$ cat config.mk
export PLATFORM = sky130hd
export DESIGN_NAME = llki_mock_tss_gate
export DESIGN_NICKNAME = d
export VERILOG_FILES = /design/src/rtl/llki_pkg.sv /design/src/rtl/llki_tss_key_fsm.sv /design/src/rtl/llki_mock_tss_gate.sv
export SDC_FILE = /design/constraint.sdc
export NUM_CORES = 1
export LEC_CHECK = 0
export CELL_PAD_IN_SITES_DETAIL_PLACEMENT = 1
export CELL_PAD_IN_SITES_GLOBAL_PLACEMENT = 1
export CORE_AREA = 5 5 426 428
export CTS_BUF_LIST = sky130_fd_sc_hd__clkbuf_4
export DETAILED_ROUTE_END_ITERATION = 10
export DIE_AREA = 0 0 431 433
export GPL_TIMING_DRIVEN = 0
export PLACE_DENSITY = 0.54
export SLEW_MARGIN = 20
export SYNTH_ARGS = -nofsm -noshare
export SYNTH_HDL_FRONTEND = slang
export SYNTH_SLANG_ARGS = --single-unit
$ cat constraint.sdc
create_clock -name clk -period 1.9 [get_ports clk]
set_input_delay 0.475 -clock clk [delete_from_list [all_inputs] [get_ports clk]]
set_output_delay 0.475 -clock clk [all_outputs]
set_load 0.03 [all_outputs]
$ cat src/rtl/llki_pkg.sv
// -----------------------------------------------------------------------------
// llki_pkg
// Shared definitions for the LLKI mock TSS shims.
//   - llki_tss_state_t          : key-handling state machine encoding
//   - LLKI_KEY_WORD_WIDTH       : width of one LLKI discrete key word
//   - *_MOCK_TSS_KEY_WORDS      : per-core mock key constants, handed to
//                                 llki_mock_tss_gate as KEY_CONST by the
//                                 wrapper that instantiates each core
//   - llki_key_bits()           : total key width for a given word count
// -----------------------------------------------------------------------------
package llki_pkg;

    localparam int LLKI_KEY_WORD_WIDTH = 64;

    typedef enum logic [1:0] {
        ST_IDLE   = 2'd0,
        ST_LOAD   = 2'd1,
        ST_LOADED = 2'd2,
        ST_CLEAR  = 2'd3
    } llki_tss_state_t;

    // Mock key constants, word 0 in the least significant 64 bits.
    localparam logic [2*LLKI_KEY_WORD_WIDTH-1:0] AES_MOCK_TSS_KEY_WORDS = {
        64'hA5A5_A5A5_A5A5_A5A5,
        64'h0F0F_0F0F_0F0F_0F0F
    };

    localparam logic [4*LLKI_KEY_WORD_WIDTH-1:0] SHA256_MOCK_TSS_KEY_WORDS = {
        64'h3C3C_3C3C_3C3C_3C3C,
        64'h5A5A_5A5A_5A5A_5A5A,
        64'hC3C3_C3C3_C3C3_C3C3,
        64'h9696_9696_9696_9696
    };

    localparam logic [1*LLKI_KEY_WORD_WIDTH-1:0] DES3_MOCK_TSS_KEY_WORDS =
        64'h6969_6969_6969_6969;

    function automatic int llki_key_bits(input int words);
        return words * LLKI_KEY_WORD_WIDTH;
    endfunction

endpackage

$ cat src/rtl/llki_tss_key_fsm.sv
// -----------------------------------------------------------------------------
// llki_tss_key_fsm
// Key-handling half of the mock TSS gate: LLKI discrete handshake, word
// counter, key register, word-by-word zeroization and status flags.
//
// Ports:
//   clk, rst_n          clock, asynchronous active-low reset
//   i_key_data          key word (word 0 first)
//   i_key_valid         key word valid
//   i_clear_key         clear request (pulse or level)
//   o_key_ready         a key word can be accepted this cycle
//   o_key_complete      full key present (level)
//   o_clear_key_ack     one-cycle pulse when zeroization is finished
//   o_key_error         sticky: word offered while the key was complete
//   o_key               flattened key register, word 0 in the low bits;
//                       only the datapath in the top level consumes it
// -----------------------------------------------------------------------------
module llki_tss_key_fsm
    import llki_pkg::*;
#(
    parameter int KEY_WORDS = 8
) (
    input  logic                                     clk,
    input  logic                                     rst_n,
    input  logic [LLKI_KEY_WORD_WIDTH-1:0]           i_key_data,
    input  logic                                     i_key_valid,
    input  logic                                     i_clear_key,
    output logic                                     o_key_ready,
    output logic                                     o_key_complete,
    output logic                                     o_clear_key_ack,
    output logic                                     o_key_error,
    output logic [LLKI_KEY_WORD_WIDTH*KEY_WORDS-1:0] o_key
);

    // The counter must also represent KEY_WORDS: in ST_CLEAR that value marks
    // the extra cycle after the last word was zeroed, where the ack is raised.
    localparam int             CNT_W    = $clog2(KEY_WORDS + 1);
    localparam logic [CNT_W-1:0] LAST_IDX = CNT_W'(KEY_WORDS - 1);
    localparam logic [CNT_W-1:0] DONE_IDX = CNT_W'(KEY_WORDS);

    llki_tss_state_t                  r_state;
    llki_tss_state_t                  w_state_next;
    logic [CNT_W-1:0]                 r_cnt;
    logic [LLKI_KEY_WORD_WIDTH-1:0]   r_key [KEY_WORDS];
    logic                             r_run;
    logic                             r_ack;
    logic                             r_error;

    logic                             w_clear_req;
    logic                             w_accept;
    logic                             w_write;
    logic                             w_zero;

    // A clear already in progress ignores further clear requests.
    assign w_clear_req = i_clear_key & (r_state != ST_CLEAR);
    assign w_accept    = i_key_valid & o_key_ready;
    // Clear wins over a simultaneous accept: that word is dropped.
    assign w_write     = w_accept & ~w_clear_req;
    assign w_zero      = (r_state == ST_CLEAR) & (r_cnt != DONE_IDX);

    // ---------------------------------------------------------------- state
    always_ff @(posedge clk or negedge rst_n) begin
        if (!rst_n) begin
            r_state <= ST_IDLE;
        end else begin
            r_state <= w_state_next;
        end
    end

    always_comb begin
        w_state_next = r_state;
        case (r_state)
            ST_IDLE: begin
                if (w_write) begin
                    w_state_next = (KEY_WORDS == 1) ? ST_LOADED : ST_LOAD;
                end
            end
            ST_LOAD: begin
                if (w_write && (r_cnt == LAST_IDX)) begin
                    w_state_next = ST_LOADED;
                end
            end
            ST_LOADED: begin
                w_state_next = ST_LOADED;
            end
            ST_CLEAR: begin
                if (r_cnt == DONE_IDX) begin
                    w_state_next = ST_IDLE;
                end
            end
            default: begin
                w_state_next = ST_IDLE;
            end
        endcase
        if (w_clear_req) begin
            w_state_next = ST_CLEAR;
        end
    end

    // r_run holds ready low while reset is asserted even though the state
    // register already sits in ST_IDLE.
    always_comb begin
        o_key_ready    = 1'b0;
        o_key_complete = 1'b0;
        case (r_state)
            ST_IDLE, ST_LOAD: o_key_ready    = r_run;
            ST_LOADED:        o_key_complete = 1'b1;
            default: begin
                o_key_ready    = 1'b0;
                o_key_complete = 1'b0;
            end
        endcase
    end

    assign o_clear_key_ack = r_ack;
    assign o_key_error     = r_error;

    // ------------------------------------------------ counter and status
    always_ff @(posedge clk or negedge rst_n) begin
        if (!rst_n) begin
            r_cnt   <= '0;
            r_ack   <= 1'b0;
            r_error <= 1'b0;
            r_run   <= 1'b0;
        end else begin
            r_run <= 1'b1;
            r_ack <= 1'b0;
            if (w_clear_req) begin
                r_cnt <= '0;
            end else if (w_write || w_zero) begin
                r_cnt <= r_cnt + CNT_W'(1);
            end else if (r_state == ST_CLEAR) begin
                // Every word is zero now: finish the clear.
                r_cnt   <= '0;
                r_ack   <= 1'b1;
                r_error <= 1'b0;
            end
            if ((r_state == ST_LOADED) && i_key_valid && !i_clear_key) begin
                r_error <= 1'b1;
            end
        end
    end

    // ---------------------------------------------------------- key store
    always_ff @(posedge clk or negedge rst_n) begin
        if (!rst_n) begin
            for (int i = 0; i < KEY_WORDS; i++) begin
                r_key[i] <= '0;
            end
        end else begin
            for (int i = 0; i < KEY_WORDS; i++) begin
                if (r_cnt == CNT_W'(i)) begin
                    if (w_write) begin
                        r_key[i] <= i_key_data;
                    end else if (w_zero) begin
                        r_key[i] <= '0;
                    end
                end
            end
        end
    end

    genvar gi;
    generate
        for (gi = 0; gi < KEY_WORDS; gi++) begin : g_key_out
            assign o_key[gi*LLKI_KEY_WORD_WIDTH +: LLKI_KEY_WORD_WIDTH] = r_key[gi];
        end
    endgenerate

endmodule

$ cat src/rtl/llki_mock_tss_gate.sv
// -----------------------------------------------------------------------------
// llki_mock_tss_gate
// Mock TSS shim between the LLKI discrete interface and an unmodified crypto
// core. The low 64*KEY_WORDS bits of the core input are XORed with KEY_CONST
// and the loaded key; upper bits pass through. The core-side valid is blanked
// until a full key is present.
//
// Parameters:
//   KEY_WORDS   number of 64-bit key words (>= 1)
//   DATA_WIDTH  core input width (>= 64*KEY_WORDS)
//   KEY_CONST   per-core mock key constant (64*KEY_WORDS bits)
//   REG_OUT     1: registered output (1-cycle latency), 0: combinational
//
// Ports:
//   clk, rst_n                       clock, asynchronous active-low reset
//   llkid_key_data/valid/ready       key word handshake
//   llkid_key_complete               full key loaded
//   llkid_clear_key / _ack           clear request / completion pulse
//   llkid_key_error                  sticky over-load error
//   core_in_data/valid               plaintext-side input
//   core_out_data/valid              masked data and gated qualifier to core
//   locked                           high whenever the key is not complete
// -----------------------------------------------------------------------------
module llki_mock_tss_gate
    import llki_pkg::*;
#(
    parameter int                                     KEY_WORDS  = 8,
    parameter int                                     DATA_WIDTH = 512,
    parameter logic [LLKI_KEY_WORD_WIDTH*KEY_WORDS-1:0] KEY_CONST  = '0,
    parameter bit                                     REG_OUT    = 1'b1
) (
    input  logic                           clk,
    input  logic                           rst_n,
    input  logic [LLKI_KEY_WORD_WIDTH-1:0] llkid_key_data,
    input  logic                           llkid_key_valid,
    output logic                           llkid_key_ready,
    output logic                           llkid_key_complete,
    input  logic                           llkid_clear_key,
    output logic                           llkid_clear_key_ack,
    output logic                           llkid_key_error,
    input  logic [DATA_WIDTH-1:0]          core_in_data,
    input  logic                           core_in_valid,
    output logic [DATA_WIDTH-1:0]          core_out_data,
    output logic                           core_out_valid,
    output logic                           locked
);

    localparam int KEY_BITS = llki_key_bits(KEY_WORDS);

    logic [KEY_BITS-1:0]   w_key;
    logic                  w_key_complete;
    logic [DATA_WIDTH-1:0] w_masked;
    logic                  w_valid;

    llki_tss_key_fsm #(
        .KEY_WORDS (KEY_WORDS)
    ) u_key_fsm (
        .clk             (clk),
        .rst_n           (rst_n),
        .i_key_data      (llkid_key_data),
        .i_key_valid     (llkid_key_valid),
        .i_clear_key     (llkid_clear_key),
        .o_key_ready     (llkid_key_ready),
        .o_key_complete  (w_key_complete),
        .o_clear_key_ack (llkid_clear_key_ack),
        .o_key_error     (llkid_key_error),
        .o_key           (w_key)
    );

    assign llkid_key_complete = w_key_complete;
    assign locked             = ~w_key_complete;

    generate
        if (DATA_WIDTH > KEY_BITS) begin : g_passthru_hi
            assign w_masked = {core_in_data[DATA_WIDTH-1:KEY_BITS],
                               core_in_data[KEY_BITS-1:0] ^ KEY_CONST ^ w_key};
        end else begin : g_no_hi
            assign w_masked = core_in_data ^ KEY_CONST ^ w_key;
        end
    endgenerate

    assign w_valid = core_in_valid & w_key_complete;

    generate
        if (REG_OUT) begin : g_reg_out
            logic [DATA_WIDTH-1:0] r_data;
            logic                  r_valid;

            // Data keeps flowing while locked; only the qualifier is gated.
            always_ff @(posedge clk or negedge rst_n) begin
                if (!rst_n) begin
                    r_data  <= '0;
                    r_valid <= 1'b0;
                end else begin
                    r_data  <= w_masked;
                    r_valid <= w_valid;
                end
            end

            // Re-gating with the current key_complete kills the beat that was
            // registered on the same edge a clear took effect.
            assign core_out_data  = r_data;
            assign core_out_valid = r_valid & w_key_complete;
        end else begin : g_comb_out
            assign core_out_data  = w_masked;
            assign core_out_valid = w_valid;
        end
    endgenerate

endmodule

* Yosys cells after proc, flatten, opt, wreduce, memory -nomap -nowiden
Cells that the tools add are included.
Widths: inputs -> output; s select.
** Word-level totals
- Flip-flop bits (word level) :: 1034
- Latch bits :: 0
- RAM bits :: 0
- ROM bits :: 0
- Bits of input ports :: 581
- Output and inout port bits :: 518
- Word-level logic and storage cells :: 83
- Memories kept :: 0
** Cells by class
- $add $sub $neg :: 1
- Multiply operators :: 0
- Divide/modulo/power cells :: 0
- Order comparisons :: 0
- Equality and inequality tests :: 18
- Shift-type cells :: 0
- Muxes and demuxes :: 19
- Bitwise logic cells :: 9
- Reduce and logical (&&, ||, !) cells :: 21
** Operators with widths (number)
- $xor 512x512->512 :: 1
- $mux 64 :: 2
- $eq 4x3->1 const B :: 4
- $reduce_and 2->1 :: 8
- $mux 4 :: 3
- $mux 1 :: 9
- $ne 3x1->1 const B :: 3
- $eq 4x2->1 const B :: 2
- $mux 2 :: 4
- $pmux 2 s4 :: 1
- $and 1x1->1 :: 6
- $ne 2x2->1 const B :: 3
- $reduce_and 3->1 :: 2
- $add 4x1->4 const B :: 1
- $eq 2x2->1 const B :: 2
- $eq 4x1->1 const B :: 1
- $eq 4x4->1 const B :: 1
- $logic_not 4->1 :: 1
- $ne 4x4->1 const B :: 1
- $reduce_bool 2->1 :: 2
- $logic_and 1x1->1 :: 3
- $reduce_bool 3->1 :: 1
- $eq 2x1->1 const B :: 1
- $logic_not 2->1 :: 1
- 4 further kinds :: 5

* Longest topological paths before layout
Gate-level depths: netlist (run 1).
- Word-level depth :: 9
- Mapped depth :: 9

* Hierarchy
From an unflattened synthesis (run 1), not the netlist that was laid out.
** Second synthesis, totals
- Cell total of the unflattened synthesis :: 2301
- Area, all modules :: 38458.1 µm²
** Modules (own cells, without submodules)
- llki_tss_key_fsm :: times used 1, cells an instance 1273, area each 21120.3 µm², sequential area each 13037.5 µm²
- llki_mock_tss_gate :: times used 1, cells an instance 1028, area each 17337.9 µm², sequential area each 12837.3 µm²

* Worst setup path after synthesis (run 1)
OpenSTA, ideal clock, no wires.
- Kind :: flip-flop to flip-flop
- Start :: register u_key_fsm.r_cnt[0]
- End :: register u_key_fsm.r_key (netlist bit u_key_fsm.o_key[260])
- Library setup time :: 0.132 ns
- Data arrival time :: 1.841 ns
- Path slack :: -0.072 ns
- Cell stages (with the launch flop) :: 9
- Buffers on the path :: 2
- Clock period less this slack :: 1.972 ns
- Path through :: dfrtp_1 inv_1 ha_1 buf_2 and3b_4 o22ai_4 nand3_2 buf_4 o2bb2ai_1
** Between the ends
- Word-level cells in the longest chain between the ends :: 4
** Ends and longest elaborated chain
- start, declared :: RTL line llki_tss_key_fsm.sv:43 : logic [CNT_W-1:0] r_cnt;
- start signal, assigned :: RTL line llki_tss_key_fsm.sv:131 : r_cnt <= r_cnt + CNT_W'(1);
- $ne 4x4->1 :: RTL line llki_tss_key_fsm.sv:59 : assign w_zero = (r_state == ST_CLEAR) & (r_cnt != DONE_IDX);
- $and 1x1->1 :: RTL line llki_tss_key_fsm.sv:59
- $reduce_bool 2->1 (no source line)
- $reduce_and 2->1 (no source line) (*)
- end signal, assigned by index :: RTL line llki_tss_key_fsm.sv:154 : r_key[i] <= i_key_data;
- end, declared :: RTL line llki_tss_key_fsm.sv:44 : logic [LLKI_KEY_WORD_WIDTH-1:0] r_key [KEY_WORDS];
Every way passes the cells marked *; elsewhere a longest branch is shown, timed or not.
A chain may end at the register's enable or synchronous reset.

* Worst setup path after layout (run 1)
- Start :: register u_key_fsm.r_state[0]
- End :: register u_key_fsm.r_key (netlist bit u_key_fsm.o_key[116])
** Between the ends
- Word-level cells in the longest chain between the ends :: 7
** Ends and longest elaborated chain
- start, declared :: RTL line llki_tss_key_fsm.sv:41 : llki_tss_state_t r_state;
- start signal, assigned :: RTL line llki_tss_key_fsm.sv:66 : r_state <= w_state_next;
- $eq 2x1->1 / $logic_not 2->1 (equally long branches) :: RTL line llki_tss_key_fsm.sv:105 : case (r_state)
- $reduce_or 2->1 :: RTL line llki_tss_key_fsm.sv:105
- $mux 1 :: RTL line llki_tss_key_fsm.sv:105
- $and 1x1->1 :: RTL line llki_tss_key_fsm.sv:56 : assign w_accept = i_key_valid & o_key_ready;
- $and 1x1->1 :: RTL line llki_tss_key_fsm.sv:58 : assign w_write = w_accept & ~w_clear_req;
- $reduce_bool 2->1 (no source line)
- $reduce_and 2->1 (no source line)
Several ways; a longest one is shown, not always the timed one.

==> metrics, run 1 <==
synthesis warning total=0; Longest Clk Path Bufs=4; clk_lat worst skew=between 1 and 1.5 ns; EDFF count, synth=0; Root Driver=clkbuf_4; clock sink count=approximately 1.0k; sw frac=0.402; DPL Wire Length=140 mm; Max Clock Skew=0.136 ns; Layout Cells excl Fill=between 7k and 8k; cts hold-fix bufs=616; Row Count=155; die area=0.187 mm²; Vias per Instance=4.21; CTS tree=built; antenna violations before repair=42; Final nets=5067; worst path required time=3.17 ns; CTS clk-pin slew, worst paths=0.07 ns; CTS Buf Count=324; vias=29.7k; core area=around 0.18 mm²; post-synthesis cell type count=32; Slew Viols, Final=0; Final Hold Vio Count=325; vias in the first global route=approximately 33k; Die H=433 µm; Top Family by Delay on Critical Path=buffers and inverters; # DRC=0; Initial Utilization=0.204; grt total ovfl=0; area taken by multi-input logic gates=0.0122 mm²; Setup-failing EPs final=just over 1k; Port Buf Inserts=1098; most frequent cell after synthesis=dfrtp_1; power per standard cell area=around 1500 mW/mm²; DR WL/cell=28.7 µm; drt total wl=202 mm; CP bufs+invs=13; Yosys top cell by area=dfrtp_1; cell count after synthesis=2296; Post-synth top flop=dfrtp_1; register share of total power=0.364; kind of critical path=reg -> reg; worst hold path type=in -> async; worst hold slack=-0.948 ns; share of cells above drive strength 1=0.339; status=finished with violations; Cell Int Power=60.2 mW; CP endpoint kind=flop; FF/Latch Area=0.0259 mm²; Filler Cells Inserted=18.6k; worst setup margin=-1.00 ns; DRT iter0 DRCs=1373; total global-route track usage=0.205; I/O pin cnt=~1.1k; CP max FO=7; RR Startpoint=u_key_fsm.r_state[0]; router iterations before antenna repair=5; Peak VDD IR=0.766 mV; top cells by area, synth=dfrtp_1 71%, o2bb2ai_1 12%, xor2_1 12%; failing checks=negative hold slack, negative setup slack; Pleak=29.8 nW; Worst setup SP type=flop; crit path DAT=4.17 ns; register bit total from synthesis=1034; Horiz. Die Dim=431 µm; Final ANT Viol Nets=0; RSZ-0062 raised after global routing=true; Synth Area per Inst=roughly 16 µm²; slowest stage delay, CP=between 0.4 and 0.5 ns; Synth top area share=0.715; Min Clock Period, post-route=2.90 ns; area grow syn2layout=83.0%; Tot Pwr=101 mW; GPL Wtd Cong=0.843; Fmax=345 MHz; CP cell instances=inv_2, ha_4, buf_6, buf_6, buf_6, o211ai_1, buf_4, o22ai_4, buf_6, buf_6, buf_6, buf_6, buf_6, nand3_4, buf_12, buf_12, buf_16, o2bb2ai_2; Logic pwr share=0.420; start point of the critical path=u_key_fsm.r_state[0]; maxcap violations=0; worst slew pin tran=1.17 ns; Place WS=-1.45 ns; final worst path period share=1.53; Switching Power=40.5 mW; top cells by count, synth=1034 x dfrtp_1, 512 x o2bb2ai_1, 512 x xor2_1; largest net degree at the start of global routing=144; Synthesized Nets=2885; Post-synth ARST share=1.00; most used cell, CP=buf_6; relative slew slack=0.221; post-synthesis sequential area ratio=0.715; placed insts=5760; CTS H-tree lvls=5; Mapped Area=0.0362 mm²; first-pass GRT wire length=266 mm; clock share of power=0.217; Slowest-stage cell, CP=dfrtp_1
[cells in the final DEF (no fill, tap or decap), types with 3 or more instances in the layout]
cell type,n
clkdlybuf4s50_1,579
buf_4,34
dfrtp_1,1012
dfrtp_2,22
inv_2,5
nand2_4,28
clkinv_1,44
nand2_2,20
dlygate4sd3_1,614
buf_6,548
o21ai_0,5
diode_2,35
buf_8,23
clkbuf_1,36
buf_16,20
a21oi_1,3
ha_1,4
inv_1,3
nor2_1,4
clkbuf_16,22
ha_4,3
o2bb2ai_1,238
o2bb2ai_2,262
o2bb2ai_4,12
buf_12,67
xor2_1,512
bufinv_16,4
clkbuf_4,453
nand2_1,7
clkbuf_2,12
nand2_8,19
buf_2,8
nand3_4,8
[cells by family (layout without fill, tap and decap cells)]
family,after synthesis,in the layout,share of synthesized area
other,1,36,0.000104
AOI/OAI and AO/OA,530,530,0.127
xor gates and xnor gates,512,512,0.124
DFF,1034,1034,0.715
and+or+nand+nor,97,97,0.0130
adders and majority gates,8,8,0.00276
buffers and inverters,114,2476,0.0182
[through the flow]
stage	instance area (µm²)	setup TNS, ns	util
2_1_floorplan	36200	-0.0267	-
3_3_place_gp	50200	-	0.283
3_5_place_dp	50500	-1073.82	0.284
4_1_cts	63000	-614.01	0.355
5_1_grt	66300	-809.87	0.373
6_report	66300	-633.84	0.374
[worst register-to-register path: stages, from the launching register on]
cell,delay (ns)
dfrtp_1,0.44
inv_2,0.09
ha_4,0.17
buf_6,0.11
buf_6,0.10
buf_6,0.10
o211ai_1,0.26
buf_4,0.18
o22ai_4,0.08
buf_6,0.14
buf_6,0.11
buf_6,0.11
buf_6,0.12
buf_6,0.12
nand3_4,0.08
buf_12,0.18
buf_12,0.19
buf_16,0.12
o2bb2ai_2,0.10
[state kept, by name, indices dropped and copies added, names as in the netlist]
register and flops:
u_key_fsm.o_key_error 1, u_key_fsm.r_cnt 4, u_key_fsm.o_clear_key_ack 1, u_key_fsm.r_state 2, core_out_data 512, u_key_fsm.r_run 1, g_reg_out.r_valid 1, u_key_fsm.o_key 512
[layout make-up]
type,instances,share of cell area
plain buffers,102,0.0160
clock inverters,54,0.00479
diodes,35,0.00132
well taps,2355,0.0445
flip-flops and latches,1034,0.391
inverters,6,0.000378
clock buffers,452,0.0512
multi-input cells,1148,0.184
repair buffers,1862,0.307
[what timing repair did]
action / CTS / global route
endpoints found under the hold margin: 1363 / 325
gates resized for setup: 3865 / 465
buffers inserted: 50 / 58
setup endpoints to repair: 1035 / 1035
gates cloned: 14 / 22
pin swaps: 11 / 2
[metal layers]
layer	part of all wire	wire length, µm	track usage	vias to the layer above
met5	0.00021	42	0	-
met4	0.032	6470	0.0724	6
met3	0.066	13400	0.0633	357
met2	0.50	102000	0.350	1134
met1	0.40	80400	0.244	15500
li1	-	-	-	12700
[power groups by stage]
stage	sequential [mW]	combinational (mW)	clock, mW
floorplan	41.9	8.26	0
global placement	35.8	32.8	0
detailed placement	35.4	33.5	0
CTS	36.1	38.8	22.5
global route	37.3	43.8	23.9
finish	36.6	42.3	21.8
[worst paths after layout]
path                       slack [ns]              endpoint  cells past startpoint
min reg2reg                      0.41    core_out_data[169]                      1
max                             -1.00  u_key_fsm.o_key[116]                     18
max in group asynchronous        0.46  u_key_fsm.o_key[453]                      4
max reg2reg                     -1.00  u_key_fsm.o_key[116]                     18
min in group clk                 0.20    core_out_data[196]                      3
min                             -0.95    core_out_data[225]                      1
Power figures use the tool's default switching activity.
==> inputs of run 2 (changes only) <==
Clock period 1.9 ns to 2.6 ns, I/O delays scaled along.
==> run 2 against run 1 <==
  * The run still ends with negative hold slack, negative setup slack left
  * Die area is the same
  * Via count shrank 3.5%
  * Sequential power shrank 28%
  * Sequential share of layout area grew 3.1 points
  * Global-route usage shrank 0.20 points
  * Register-to-register slack gained 1.1 ns
  * Power shrank 31%
  * Worst hold slack gained 0.90 ns
  * Critical path type is now reg -> out
  * Largest cell class unchanged
  * Highest routed layer unchanged
==> metrics, run 2 (synthesized netlist as in run 1, its figures left out) <==
RSZ-0062 raised after global routing=true; vias=28.7k; Pleak=about 28 nW; Root Driver=clkbuf_4; total global-route track usage=0.203; Finished Cell Area=between 0.06 and 0.07 mm²; router iterations before antenna repair=7; DR WL/cell=28.3 µm; failing checks=negative hold slack, negative setup slack; area grow syn2layout=69.4%; Slew Viols, Final=0; antenna violations before repair=35; Filler Cells Inserted=19.0k; Final Hold Vio Count=50; Final ANT Viol Nets=0; largest net degree at the start of global routing=135; power per standard cell area=1130 mW/mm²; Fmax=340 MHz; final worst path period share=1.13; die area=0.187 mm²; Port Buf Inserts=between 1k and 1.5k; CTS H-tree lvls=5; CTS Buf Count=about 320; worst slew pin tran=0.965 ns; core area=between 0.15 and 0.2 mm²; Die H=433 µm; Longest Clk Path Bufs=4; clock sink count=1034; drt total wl=195 mm; maxcap violations=0; slowest stage delay, CP=0.45 ns; commonest cells after routing, fill and taps aside=1020 x dfrtp_1, 579 x clkdlybuf4s50_1, 552 x dlygate4sd3_1, 541 x buf_6; share of cells above drive strength 1=0.264; Setup-failing EPs final=14; FF/Latch Area=0.0259 mm²; placed cell areas=0.0505 mm²; clk_lat worst skew=approximately 1.4 ns; GPL Wtd Cong=0.876; worst path required time=between 1.5 and 2 ns; Tot Pwr=69.3 mW; Slowest-stage cell, CP=dfrtp_2; CTS clk-pin slew, worst paths=0.07 ns; I/O pin cnt=1099; Initial Utilization=0.204; Vias per Instance=4.16; Row Count=155; relative slew slack=0.356; Horiz. Die Dim=431 µm; Worst setup SP type=flop; Top Family by Delay on Critical Path=flip-flops; # DRC=0; CTS tree=built; setup TNS=-1.76 ns; CP endpoint kind=output pin; DPL Wire Length=144 mm; CP bufs+invs=2; grt total ovfl=0; crit path DAT=between 2 and 2.5 ns; commonest non-fill, non-tap cell in the layout=dfrtp_1; area taken by multi-input logic gates=0.00996 mm²; status=finished with violations; first-pass GRT wire length=262 mm; worst hold path type=in -> async; worst hold slack=-0.0482 ns; CP max FO=4; CP cell instances=inv_4, ha_4, and2_4, buf_6; Peak VDD IR=0.542 mV; Final nets=just under 5k; vias in the first global route=32.1k; kind of critical path=reg -> out; DRT iter0 DRCs=1745; Min Clock Period, post-route=2.94 ns; worst setup margin=-0.341 ns; Max Clock Skew=0.137 ns
run 2: cell count changes in the layout (fill, tap and decap cells not counted), sizes merged:
cell         before  now
buf             700  621
dlygate4sd3     614  552
diode            35   21
clkbuf          523  514
clkinv           46   50
bufinv            4    6
run 2: where the power goes:
part	internal (mW)	switching, mW
clock	8.63	7.61
combinational	11.1	15.6
sequential	21.8	4.53
total	41.5	27.8
run 2: layer usage:
layer / GRT usage / vias to the layer above / wire length [µm]
met5: 0 / - / 13
met4: 0.0639 / 2 / 5520
met3: 0.0544 / 321 / 12800
met2: 0.346 / 1051 / 97700
met1: 0.250 / 15000 / 79200
li1: - / 12300 / -
run 2: path summary, 6_finish.rpt:
kind | slack (ns) | cells after the start | startpoint | to
setup / recovery | -0.34 | 4 | u_key_fsm.r_state[0] | core_out_valid
hold / removal | -0.05 | 2 | rst_n | core_out_data[4]
setup reg to reg | 0.12 | 9 | u_key_fsm.r_state[1] | u_key_fsm.o_key[214]
hold reg to reg | 0.33 | 1 | u_key_fsm.o_key[323] | core_out_data[323]
max in group asynchronous | 0.56 | 5 | rst_n | u_key_fsm.o_key[93]
min in group clk | 0.11 | 3 | llkid_key_data[59] | u_key_fsm.o_key[123]
run 2: worst reg2reg max path, cell delays in order (launching register included):
cell and delay (ns):
dfrtp_1 0.40, buf_6 0.13, buf_4 0.13, ha_1 0.22, nor2b_2 0.32, nor2_4 0.07
buf_12 0.18, buf_2 0.21, nand2_1 0.51, o2bb2ai_1 0.15
run 2: area by class of cell:
cell class                      count  share of cell area
Multi-Input combinational cell   1148               0.162
Clock inverter                     60             0.00653
Timing Repair Buffer             1699               0.293
Tap cell                         2355              0.0480
Sequential cell                  1034               0.422
Buffer                            107              0.0106
Inverter                            6            0.000408
Antenna cell                       21            0.000857
Clock buffer                      460              0.0563
run 2: what timing repair did:
item | CTS | global route
endpoints found under the setup margin | 1021 | 822
pin swaps | 7 | 2
hold endpoints to repair | 1191 | 323
buffers inserted | 30 | 4
resized for setup | 3693 | 44
hold buffers | 549 | 7
run 2: metrics by stage:
| stage | util | setup slack [ns] | instances | hold slack (ns) |
|---|---|---|---|---|
| detailed placement | 0.284 | -1.06 | 5760 | 0.451 |
| global route | 0.345 | -0.562 | 6878 | -0.123 |
| CTS | 0.343 | -0.602 | 6859 | -0.897 |
| floorplan | - | 0.628 | 2296 | 0.354 |
| global placement | 0.283 | -49.47 | 5749 | 0.454 |
| finish | 0.346 | -0.341 | 6890 | -0.0482 |
==> inputs of run 3 (changes only) <==
Settings changed: CORE_AREA 5 5 426 428 to 5 5 420 422, CTS_BUF_LIST sky130_fd_sc_hd__clkbuf_4 to sky130_fd_sc_hd__clkbuf_16, DIE_AREA 0 0 431 433 to 0 0 425 427, PLACE_DENSITY 0.54 to 0.55, SLEW_MARGIN 20 to default.
==> run 3 against run 2 <==
  * The run ends with negative hold slack left
  * Worst hold slack got worse by 0.14 ns
  * Final area fell by 11%
  * Critical path depth unchanged
  * Clock power is 6% higher
  * Fmax up 16%
  * Highest routed layer unchanged
==> metrics, run 3 (synthesized netlist as in run 1, its figures left out) <==
worst path required time=around 2 ns; I/O pin cnt=1099; Layout Cells excl Fill=around 6.0k; Max Clock Skew=0.0306 ns; DR WL/cell=30.2 µm; total global-route track usage=0.195; worst setup margin=0.0703 ns; Initial Utilization=0.210; Min Clock Period, post-route=2.53 ns; largest net degree at the start of global routing=175; vias=25.1k; status=finished with violations; DRT iter0 DRCs=1568; CP max FO=4; Place WS=-1.06 ns; die area=0.181 mm²; Final nets=4155; CTS clk-pin slew, worst paths=~0.06 ns; placed insts=5727; worst hold slack=-0.193 ns; Longest Clk Path Bufs=3; Util after Layout=0.318; Finished Cell Area=0.0549 mm²; Horiz. Die Dim=425 µm; Peak VDD IR=0.627 mV; CTS H-tree lvls=4; crit path DAT=1.88 ns; maxcap violations=0; clock sink count=1034; Root Driver=clkbuf_16; Pleak=24.5 nW; kind of critical path=reg -> out; grt total ovfl=0; DPL Wire Length=around 140 mm; RSZ-0062 raised after global routing=true; core area=0.173 mm²; power per standard cell area=about 1200 mW/mm²; # DRC=0; Worst setup SP type=flop; CP endpoint kind=output pin; clk_lat worst skew=0.80 ns; placed cell areas=around 0.050 mm²; GPL Wtd Cong=0.834; final worst path period share=0.973; router iterations before antenna repair=5; Vias per Instance=4.17; commonest cells after routing, fill and taps aside=1034 x dfrtp_1, 960 x clkdlybuf4s50_1, 512 x xor2_1, 512 x o2bb2ai_1, 132 x clkbuf_16; commonest non-fill, non-tap cell in the layout=dfrtp_1; antenna violations before repair=51; share of cells above drive strength 1=0.0956; CTS tree=built; Port Buf Inserts=1098; worst slew pin tran=0.970 ns; Tot Pwr=between 60 and 70 mW; vias in the first global route=27.2k; relative slew slack=0.353; Die H=427 µm; CTS Buf Count=130; Fmax=395 MHz; failing checks=negative hold slack; setup TNS=0 ns; drt total wl=182 mm; worst hold path type=in -> async; Final ANT Viol Nets=0; Setup-failing EPs final=0; Row Count=153; area grow syn2layout=51.5%; Slew Viols, Final=0; first-pass GRT wire length=about 240 mm; Final Hold Vio Count=114
-- run 3: cell count changes in the layout (fill, tap and decap cells not counted), moves of 128 or more --
cell	change
dlygate4sd3_1	-552
buf_6	-515
clkbuf_4	-454
clkdlybuf4s50_1	+381
clkbuf_16	+132
dlygate4sd2_1	+128
-- run 3: critical path, stage by stage, from the launching register on --
cell and delay, ns:
dfrtp_1 0.39, buf_4 0.15, ha_2 0.20, o21a_1 0.21, buf_6 0.14
-- run 3: cell type report --
cell class,instances,area [µm²]
multi-input combinational,1148,9900
sequential,1034,25900
clock buffer,131,3280
inverter,6,22.5
buffer,108,674
timing repair buffer,1138,11500
fill,18500,118000
clock inverter,105,722
antenna,16,40.0
tap,2325,2910
-- run 3: repair_timing --
| item | CTS | global route |
|---|---|---|
| gates resized for setup | 210 | 33 |
| cloned | 0 | 1 |
| pin swaps | 7 | 1 |
| setup endpoints to repair | 646 | 556 |
| setup buffers | 29 | 2 |
| endpoints found under the hold margin | 114 | 114 |
-- run 3: final timing paths --
check / from / cells after the start / slack, ns / endpoint
min in group clk: core_in_data[324] / 2 / 0.42 / core_out_data[324]
max in group asynchronous: rst_n / 4 / 0.51 / core_out_data[308]
min: rst_n / 1 / -0.19 / core_out_data[457]
max: u_key_fsm.r_state[0] / 4 / 0.07 / llkid_key_ready
min reg2reg: u_key_fsm.o_key[64] / 1 / 0.44 / core_out_data[64]
max reg2reg: u_key_fsm.r_state[0] / 10 / 0.11 / u_key_fsm.o_key[143]
-- run 3: where the power goes --
part | internal [mW] | switching [mW]
sequential | 21.8 | 3.88
clock | 9.57 | 7.65
combinational | 9.21 | 15.1
total | 40.5 | 26.6
-- run 3: metal layers --
| layer | track usage | vias to the layer above | part of all wire |
|---|---|---|---|
| met5 | 0 | - | 0.00043 |
| met4 | 0.0501 | 12 | 0.025 |
| met3 | 0.0550 | 255 | 0.066 |
| met2 | 0.341 | 855 | 0.51 |
| met1 | 0.235 | 13300 | 0.40 |
| li1 | - | 10700 | - |
